### src/rtl/piece_move_animator.sv
// Sprite origin animator: accepts a square-to-square move and glides the
// 55x55 piece origin toward the destination by up to STEP pixels per frame.
module piece_move_animator #(
    parameter int BOARD_X0 = 80,
    parameter int BOARD_Y0 = 0,
    parameter int SQ       = 60,
    parameter int PAD      = 2,
    parameter int STEP     = 4
) (
    input  logic       vga_clk,
    input  logic       reset_n,
    input  logic       frame_tick,
    input  logic       move_valid,
    output logic       move_ready,
    input  logic [2:0] src_col,
    input  logic [2:0] src_row,
    input  logic [2:0] dst_col,
    input  logic [2:0] dst_row,
    output logic [9:0] offsetX,
    output logic [9:0] offsetY,
    output logic       busy,
    output logic       done
);

    typedef enum logic [1:0] {
        IDLE = 2'd0,
        MOVE = 2'd1,
        DONE = 2'd2
    } state_t;

    localparam logic [9:0] STEP_W = 10'(STEP);
    localparam logic [9:0] OX0    = 10'(BOARD_X0 + PAD);
    localparam logic [9:0] OY0    = 10'(BOARD_Y0 + PAD);

    state_t     state_q, state_d;
    logic [9:0] px_q, px_d;
    logic [9:0] py_q, py_d;
    logic [9:0] tx_q, tx_d;
    logic [9:0] ty_q, ty_d;
    logic [9:0] nx, ny;
    logic       accept;
    logic       arrive;

    function automatic logic [9:0] ox(input logic [2:0] c);
        ox = 10'(BOARD_X0 + PAD + int'(c) * SQ);
    endfunction

    function automatic logic [9:0] oy(input logic [2:0] r);
        oy = 10'(BOARD_Y0 + PAD + int'(r) * SQ);
    endfunction

    // Compare first, then subtract: no signed math, so no wrap is possible.
    function automatic logic [9:0] step_axis(
        input logic [9:0] p,
        input logic [9:0] t
    );
        logic [9:0] d;
        if (t > p) begin
            d = t - p;
            step_axis = (d > STEP_W) ? p + STEP_W : t;
        end else begin
            d = p - t;
            step_axis = (d > STEP_W) ? p - STEP_W : t;
        end
    endfunction

    // Candidate per-frame positions and request acceptance.
    always_comb begin
        nx     = step_axis(px_q, tx_q);
        ny     = step_axis(py_q, ty_q);
        accept = (state_q == IDLE) && move_valid;
        arrive = (nx == tx_q) && (ny == ty_q);
    end

    // State and datapath registers.
    always_ff @(posedge vga_clk or negedge reset_n) begin
        if (!reset_n) begin
            state_q <= IDLE;
            px_q    <= OX0;
            py_q    <= OY0;
            tx_q    <= '0;
            ty_q    <= '0;
        end else begin
            state_q <= state_d;
            px_q    <= px_d;
            py_q    <= py_d;
            tx_q    <= tx_d;
            ty_q    <= ty_d;
        end
    end

    // Next-state logic: a tick that lands both axes on target ends the move.
    always_comb begin
        state_d = state_q;
        unique case (state_q)
            IDLE:    if (accept) state_d = MOVE;
            MOVE:    if (frame_tick && arrive) state_d = DONE;
            DONE:    state_d = IDLE;
            default: state_d = IDLE;
        endcase
    end

    // Datapath: snap to source on accept, step only on frame ticks.
    always_comb begin
        px_d = px_q;
        py_d = py_q;
        tx_d = tx_q;
        ty_d = ty_q;
        if (accept) begin
            px_d = ox(src_col);
            py_d = oy(src_row);
            tx_d = ox(dst_col);
            ty_d = oy(dst_row);
        end else if (state_q == MOVE && frame_tick) begin
            px_d = nx;
            py_d = ny;
        end
    end

    // Outputs decoded from the registered state.
    always_comb begin
        move_ready = (state_q == IDLE);
        busy       = (state_q != IDLE);
        done       = (state_q == DONE);
        offsetX    = px_q;
        offsetY    = py_q;
    end

endmodule

### config.mk
export PLATFORM = sky130hd
export DESIGN_NAME = piece_move_animator
export DESIGN_NICKNAME = d
export VERILOG_FILES = /design/src/rtl/piece_move_animator.sv
export SDC_FILE = /design/constraint.sdc
export NUM_CORES = 1
export LEC_CHECK = 0
export ABC_AREA = 1
export ABC_CLOCK_PERIOD_IN_PS = 5100
export CORE_ASPECT_RATIO = 2
export CORE_MARGIN = 3
export CORE_UTILIZATION = 60
export DETAILED_ROUTE_END_ITERATION = 7
export PLACE_DENSITY = 0.78
export SLEW_MARGIN = 10
export SYNTH_ARGS = -nofsm -noshare
export SYNTH_HDL_FRONTEND = slang
export SYNTH_SLANG_ARGS = --single-unit
### constraint.sdc
create_clock -name vga_clk -period 5.1 [get_ports vga_clk]
set_input_delay 0.51 -clock vga_clk [delete_from_list [all_inputs] [get_ports vga_clk]]
set_output_delay 0.51 -clock vga_clk [all_outputs]
set_load 0.02 [all_outputs]
# Word level (Yosys, flattened, before mapping)
# Index checks and enable logic that the tools add are counted.
dict set report word_totals {
  wordCells 54
  register_bits 42
  input_bits 16
}
dict set report classes {
  eq_ne 6
  order_cmp 6
  addsub 12
  muxes 13
  reduce_logical 8
  n_mul 4
}
# op count
set op_table {}
lappend op_table {{two-way mux 10 bit} 10}
lappend op_table {{> comparator 10 x 3 -> 1 bit (second input constant)} 4}
lappend op_table {{subtractor 10 bit} 4}
lappend op_table {{multiplier 3 x 4 -> 7 bit (second input constant)} 4}
lappend op_table {{adder 10 x 3 -> 10 bit (second input constant)} 2}
lappend op_table {{adder 2 x 9 -> 10 bit (first input constant)} 2}
lappend op_table {{adder 7 x 9 -> 10 bit (first input constant)} 2}
lappend op_table {{equality test 10 bit} 2}
lappend op_table {{> comparator 10 bit} 2}
lappend op_table {{subtractor 10 x 3 -> 10 bit (second input constant)} 2}
lappend op_table {{logical AND 1 bit} 4}
lappend op_table {{two-way mux 2 bit} 2}
lappend op_table {{case mux 2 bit (2 select lines)} 1}
lappend op_table {{nonzero test 2 bit} 2}
lappend op_table {{equality test 2 x 1 -> 1 bit (second input constant)} 1}
lappend op_table {{equality test 2 bit (second input constant)} 1}
lappend op_table {{logical NOT 2 bit} 1}
lappend op_table {{inequality test 2 x 1 -> 1 bit (second input constant)} 1}
lappend op_table {{inequality test 2 bit (second input constant)} 1}
lappend op_table {{AND reduction 2 bit} 1}

# Logic depth before layout (Yosys ltp)
# Gate-level depths: netlist (run 1).
dict set report logic_depth {
  ltp_word 9
  mapped_depth 26
}

# Worst setup path before layout (run 1)
# OpenSTA, ideal clock, no wires.
dict set report synth_path {
  path_type {register to register}
  startpoint {register px_q[6] (netlist: offsetX[6])}
  endpoint {register state_q[0]}
  setup_ps 128
  path_stages_with_launch 25
  arrival_ps 2905
  setup_slack_ps 2066
  n_path_buf 2
  t_required_ps 4972
  path_cell_list {dfstp_2 -> clkbuf_1 -> inv_1 -> ha_1 -> nand2_1 -> inv_1 -> a21oi_1 -> nand2_1 -> nand2_1 -> nand2_1 -> inv_1 -> nand2_1 -> nor2_4 -> nor2_4 -> inv_2 -> nand2_4 -> buf_6 -> nand4_1 -> nand2_1 -> inv_2 -> nand2_1 -> nor2_1 -> nand3_1 -> nand2_1 -> nand2_1}
}
dict set report synth_between {
  elab_chain_len 9
}
# element line_no
set synth_rtl {}
lappend synth_rtl {{start, declared} 36} ;# logic [9:0] px_q, px_d;
lappend synth_rtl {{start signal, assigned} 85} ;# px_q <= px_d;
lappend synth_rtl {{subtractor 10 bit, on equally long branches} {62, 59}}
lappend synth_rtl {{> comparator 10 x 3 -> 1 bit, on equally long branches} {63, 60}}
lappend synth_rtl {{two-way mux 10 bit, on equally long branches} {63, 60}}
lappend synth_rtl {{two-way mux 10 bit (*)} 58} ;# if (t > p) begin
lappend synth_rtl {{equality test 10 bit (*)} 72} ;# arrive = (nx == tx_q) && (ny == ty_q);
lappend synth_rtl {{logical AND 1 bit (*)} 72}
lappend synth_rtl {{logical AND 1 bit (*)} 97} ;# MOVE: if (frame_tick && arrive) state_d = DONE;
lappend synth_rtl {{inequality test 2 bit (no source line) (*)} n/a}
lappend synth_rtl {{AND reduction 2 bit (no source line) (*)} n/a}
lappend synth_rtl {{end signal, assigned} 84} ;# state_q <= state_d;
lappend synth_rtl {{end, declared} 35} ;# state_t state_q, state_d;
# Every way passes the cells marked *; elsewhere a longest branch is shown, timed or not.
# A chain may end at the register's enable or synchronous reset.

# Worst setup path in the final report (run 1)
dict set report layout_path {
  startpoint {register px_q[1] (netlist: offsetX[1])}
  endpoint {register state_q[0]}
}
# Same word-level chain as after synthesis.

==> reports/qor.yml, run 1 <==
grt_start_max_net_pins: 39
skew_ns: 0.00525
postSynthAreaPerCell_um2: 6.49
dieArea_mm2: 0.0107
grt_pass1_vias: 6058
grt_remaining_overflow: 0
worst_r2r_startpoint: "offsetX[1]"
syn_nets: 967
rr_worst_depth: 23
synthArstFlopShare_pct: 100
ys_seq_elements: 38
cp_slowest_cell: "dfstp_2"
clkTransAtPathRegs_ns: 0.06
via_per_inst: 6.06
tritoncts: "built"
syn_area_mm2: 0.00566
dp_slack_ns: 1.65
start_util_pct: 62.3
ant_nets: 0
worst-path-max-fanout: 6
final_common_cell: "nand2_1"
drt-pass1-iter-count: 5
fin_ws_ns: 1.25
hold_class: "in2async"
chipHeight_um: 143
clkLatencyLatePin_ns: 0.29
num_antenna_cells: 0
clkSinkCount: 38
cp.buffers_inverters: 3
clk_path_buf_depth: 2
max_stage_delay_ns: 0.55
dieWidth_um: 74.7
ys_seq_area_share_pct: 16.9
slew-limit-headroom_pct: 39.1
io_pins: 39
gr-usage-all-layers_pct: 39.9
layout_common_cells: "nand2_1, inv_1, nand3_1, ha_1, nor2_1"
wl_per_cell_um: 19.9
rsz0062_at_grt: "false"
cts_buffers: 5
slew_viol_final: 0
core_area_mm2: 0.00907
setup_viol: 0
synthFlopType: "dfrtp_1"
cts-htree-levels: 2
fin_nets: 1001
r2r_end: "state_q[0]"
num_rows: 49
synth_cells: 872
period_needed_ns: 3.85
syn_to_final_growth_pct: 10.5
cts-root-buf: "clkbuf_16"
fmax_ghz: 0.260
endpoint_kind: "register"
synth.yosys.warnings: 0
drive_above_1_share_pct: 6.62
synth_edf_count: 0
drtIter0Drc: 481
path_class: "reg2reg"
place_hpwl_mm: 15.8
vias: 6116
wirelength_mm: 20.1
setup_tns_ns: 0
grt_pass1_wl_mm: 31.4
finish.utilization_pct: 68.9
start_kind: "register"
place_area_mm2: 0.00610
post_cts_buffers: 0
final_area_mm2: 0.00625
hold_violations: 0
min_period_over_period_pct: 75.5
cp.required_ns: 5.26
status: "complete, no violations"
cap_violations: 0
portBuffers: 38
drc: 0
cp_cell_sequence: "inv_1 > ha_1 > inv_1 > fa_1 > nand3_1 > nand2_1 > nand2_1 > nand2_1 > inv_1 > nor2_1 > nand2_1 > nor2_4 > nand2_1 > nand2_1 > nand2_1 > nand3_1 > nand2_1 > nor2_1 > nand2_1 > nor2_1 > nand3_1 > nand2_1 > nand2_1"
place_congestion: 0.988
cpMostUsedCell: "nand2_1"
hold_buffers: 0
regToRegSetupSlack_ns: 1.25
arrival_ns: 4.01
synth_cell_type_count: 43
worst_pin_slew_ns: 0.913
cp_top_family: "simple AND/OR/NAND/NOR gates"
cts-resized-gates: 0
antenna_found_initial: 0
## metal layers
layer  GRT usage [%]  share of wire [%]  vias to the layer above  routed length [µm]
li1                -                  -                     2877                   -
met1            36.0                 31                     2820                6170
met2            70.0                 52                      293               10500
met3            10.0                6.4                      126                1280
met4            34.8                 11                        0                2150
met5               0                  0                        -                   0
## cell type report
cell class	count	area [µm²]
repair buffers	41	398
well taps	102	128
clock inverters	1	5.00
fillers	823	2820
clock buffers	7	143
multi-input cells	678	4090
inverters	142	533
flip-flops and latches	38	956
## cell families (layout without fill, tap and decap cells)
| family | Yosys count | in the layout | synth area share (%) |
|---|---|---|---|
| and+or+nand+nor | 468 | 468 | 37.2 |
| buffers and inverters | 156 | 191 | 10.8 |
| AOI/OAI and AO/OA | 98 | 98 | 10.5 |
| adders and majority gates | 79 | 79 | 19.3 |
| DFF | 38 | 38 | 16.9 |
| xor gates and xnor gates | 33 | 33 | 5.24 |
## cells in the mapped netlist (all sizes together), types with 8 or more instances
library cell	n	area, µm²
xnor2	8	70.1
inv	139	522
o221ai	12	105
dfrtp	34	851
nand4	18	119
o21ai	36	184
nand3	99	531
nand2	281	1110
a21oi	30	154
xor2	25	226
ha	65	813
fa	14	280
nor2	55	256
clkbuf	9	33.8
## per-stage QoR
stage          hold WS (ns)  instances
2_1_floorplan         0.214        872
3_3_place_gp          0.576       1001
3_5_place_dp          0.586       1001
4_1_cts               0.379       1009
5_1_grt               0.411       1009
6_report              0.341       1009
## worst max-delay path by stage
stage,start,to,cells after the start
finish,offsetX[1],state_q[0],23
global route,offsetX[1],state_q[0],22
CTS,offsetX[1],state_q[0],23
detailed placement,src_col[1],offsetX[7],9
global placement,src_col[1],offsetX[7],9
floorplan,offsetX[6],state_q[0],24
## sequential cells by signal, indices dropped and copies added (netlist names)
register	count
offsetX	10
offsetY	10
state_q	2
tx_q	9
ty_q	7
Power of run 1 is left out: the tool's default activity adds up to more than one toggle a clock period on the data nets, which glitch-free logic cannot reach.
==> run 2, diff against run 1 <==
--- a/config.mk
+++ b/config.mk
@@ -6,12 +6,12 @@
 export NUM_CORES = 1
 export LEC_CHECK = 0
 export ABC_AREA = 1
-export ABC_CLOCK_PERIOD_IN_PS = 5100
+export ABC_CLOCK_PERIOD_IN_PS = 3100
 export CORE_ASPECT_RATIO = 2
 export CORE_MARGIN = 3
-export CORE_UTILIZATION = 60
+export CORE_UTILIZATION = 56
 export DETAILED_ROUTE_END_ITERATION = 7
-export PLACE_DENSITY = 0.78
+export PLACE_DENSITY = 0.76
 export SLEW_MARGIN = 10
 export SYNTH_ARGS = -nofsm -noshare
 export SYNTH_HDL_FRONTEND = slang
==> constraint.sdc (replaced) <==
create_clock -name vga_clk -period 3.1 [get_ports vga_clk]
set_input_delay 0.31 -clock vga_clk [delete_from_list [all_inputs] [get_ports vga_clk]]
set_output_delay 0.31 -clock vga_clk [all_outputs]
set_load 0.02 [all_outputs]
==> run 2 against run 1 <==
First-iteration DRC count is 2.5% lower. Clock skew is 0.0025 ns higher. Cell area is 15% higher. Die area is 6.7% higher. Sequential share of layout area is 1.9 points lower. Sequential cell count stayed put. Register-to-register slack worse by 1.2 ns. Count of clock-buffer cells in the layout is 1 higher. Worst setup slack worse by 1.2 ns. Wire length is 8.3% higher.
==> reports/qor.yml, run 2 (synthesis results as in run 1) <==
ant_nets: 0  # unchanged
endpoint_kind: "register"  # unchanged
clkSinkCount: 38  # unchanged
clkTransAtPathRegs_ns: 0.06  # about the same
hold_ws_ns: 0.152  # was 0.341 ns
syn_to_final_growth_pct: 27.6  # was 10.5%
tritoncts: "built"  # unchanged
fin_nets: 1091  # was 1,001
dieWidth_um: 77.1  # was 74.7 µm
path_class: "reg2reg"  # unchanged
place_hpwl_mm: 17.4  # was 15.8 mm
dieArea_mm2: 0.0114  # was 0.0107 mm²
drtIter0Drc: 469  # was 481
status: "complete, no violations"  # unchanged
grt_pass1_wl_mm: 33.8  # was 31.4 mm
clk_path_buf_depth: 2  # unchanged
clkLatencyLatePin_ns: 0.29  # about the same
arrival_ns: 3.28  # was 4.01 ns
grt_remaining_overflow: 0  # unchanged
setup_tns_ns: 0  # unchanged
wl_per_cell_um: 19.3  # was 19.9 µm
final_common_cell: "nand2_1"  # unchanged
cts-htree-levels: 2  # unchanged
grt_start_max_net_pins: 39  # unchanged
start_util_pct: 57.6  # was 62.3%
via_per_inst: 5.79  # was 6.06
worst_pin_slew_ns: 0.898  # was 0.913 ns
cp.required_ns: 3.32  # was 5.26 ns
hold_violations: 0  # unchanged
gr-usage-all-layers_pct: 38.6  # was 39.9%
core_area_mm2: 0.00983  # was 0.00907 mm²
num_rows: 51  # was 49
period_needed_ns: 3.05  # was 3.85 ns
worst-path-max-fanout: 5  # was 6
fmax_ghz: 0.328  # was 0.260 GHz
cts-root-buf: "clkbuf_16"  # unchanged
vias: 6542  # was 6,116
grt_pass1_vias: 6755  # was 6,058
antenna_found_initial: 0  # unchanged
skew_ns: 0.00776  # was 0.00525 ns
chipHeight_um: 148  # was 143 µm
io_pins: 39  # unchanged
drive_above_1_share_pct: 20.2  # was 6.62%
min_period_over_period_pct: 98.5  # was 75.5%
portBuffers: 38  # unchanged
cap_violations: 0  # unchanged
rsz0062_at_grt: "true"  # was false
slew-limit-headroom_pct: 40.1  # was 39.1%
wirelength_mm: 21.7  # was 20.1 mm
hold_buffers: 0  # unchanged
drc: 0  # unchanged
layout_common_cells: "nand2_1, inv_1, nand3_1, buf_4, ha_1"  # was nand2_1, inv_1, nand3_1, ha_1, nor2_1
hold_class: "in2async"  # unchanged
drt-pass1-iter-count: 8  # was 5
cts_buffers: 5  # unchanged
slew_viol_final: 0  # unchanged
num_antenna_cells: 0  # unchanged
setup_viol: 0  # unchanged
start_kind: "register"  # unchanged
place_congestion: 1.01  # was 0.988
run 2: changes by cell type in the layout (fill, tap and decap cells not counted), sizes merged:
cell | before | now
clkbuf | 7 | 8
clkinv | 4 | 3
nand2 | 281 | 283
nand3 | 99 | 100
buf | 4 | 91
run 2: what timing repair did:
action / CTS / global route
gates resized for setup: 7 / 59
pin swaps: 1 / 25
cloned: 0 / 4
setup buffers: 1 / 9
endpoints found under the setup margin: 3 / 8
run 2: final timing paths:
check,from,to,slack (ns),cells after the start
setup / recovery,offsetX[1],state_q[0],0.05,22
hold / removal,reset_n,ty_q[4],0.15,1
setup reg to reg,offsetX[1],state_q[0],0.05,22
hold reg to reg,offsetX[1],offsetX[1],0.56,2
max in group asynchronous,reset_n,offsetX[2],2.32,1
min in group vga_clk,offsetX[1],offsetX[1],0.56,2
run 2: routing by layer:
layer | global-route usage [%] | vias to the layer above | wire length (µm)
met5 | 0 | - | 0
met4 | 39.2 | 0 | 2790
met3 | 6.55 | 150 | 1180
met2 | 72.4 | 292 | 11500
met1 | 32.1 | 3038 | 6320
li1 | - | 3062 | -
run 2: cell type report:
| class | instances | area [µm²] |
|---|---|---|
| Clock buffer | 8 | 166 |
| Tap cell | 132 | 165 |
| Sequential cell | 38 | 963 |
| Inverter | 142 | 536 |
| Timing Repair Buffer | 128 | 1050 |
| Fill cell | 876 | 2610 |
| Multi-Input combinational cell | 681 | 4340 |
run 2: through the flow:
| stage | cell area (µm²) | setup WS [ns] | utilization [%] | std cells |
|---|---|---|---|---|
| CTS | 6900 | -0.00998 | 70.2 | 1116 |
| global placement | 6710 | -0.0408 | 68.3 | 1107 |
| global route | 7220 | -0.0956 | 73.4 | 1129 |
| floorplan | 5660 | 0.0662 | - | 872 |
| detailed placement | 6710 | -0.119 | 68.3 | 1107 |
| finish | 7220 | 0.0467 | 73.4 | 1129 |
run 2: critical path, cell delays in order, from the launching register on:
cell and delay (ns):
dfstp_2 0.54, inv_2 0.06, ha_2 0.18, inv_2 0.06, fa_2 0.42, nand2_1 0.07
nand2_1 0.06, inv_1 0.06, nand3_2 0.08, nor2_4 0.14, nand2_2 0.08, nor2_4 0.18
buf_4 0.14, nor2_1 0.04, a21oi_1 0.23, nand3_2 0.21, nand2_1 0.10, nor2_1 0.04
nand2_1 0.05, nor2_1 0.04, nand3_1 0.09, nand2_1 0.06, nand2_1 0.05
Power of run 2 is left out for the same reason.
==> run 3, diff against run 2 <==
--- a/config.mk
+++ b/config.mk
@@ -11,6 +11,7 @@
 export CORE_MARGIN = 3
 export CORE_UTILIZATION = 56
 export DETAILED_ROUTE_END_ITERATION = 7
+export HOLD_SLACK_MARGIN = 0.12
 export PLACE_DENSITY = 0.76
 export SLEW_MARGIN = 10
 export SYNTH_ARGS = -nofsm -noshare
==> results of run 3 <==
Same layout as run 2: the final DEF is identical, and so are final timing and power.
Power of run 3 is left out for the same reason.
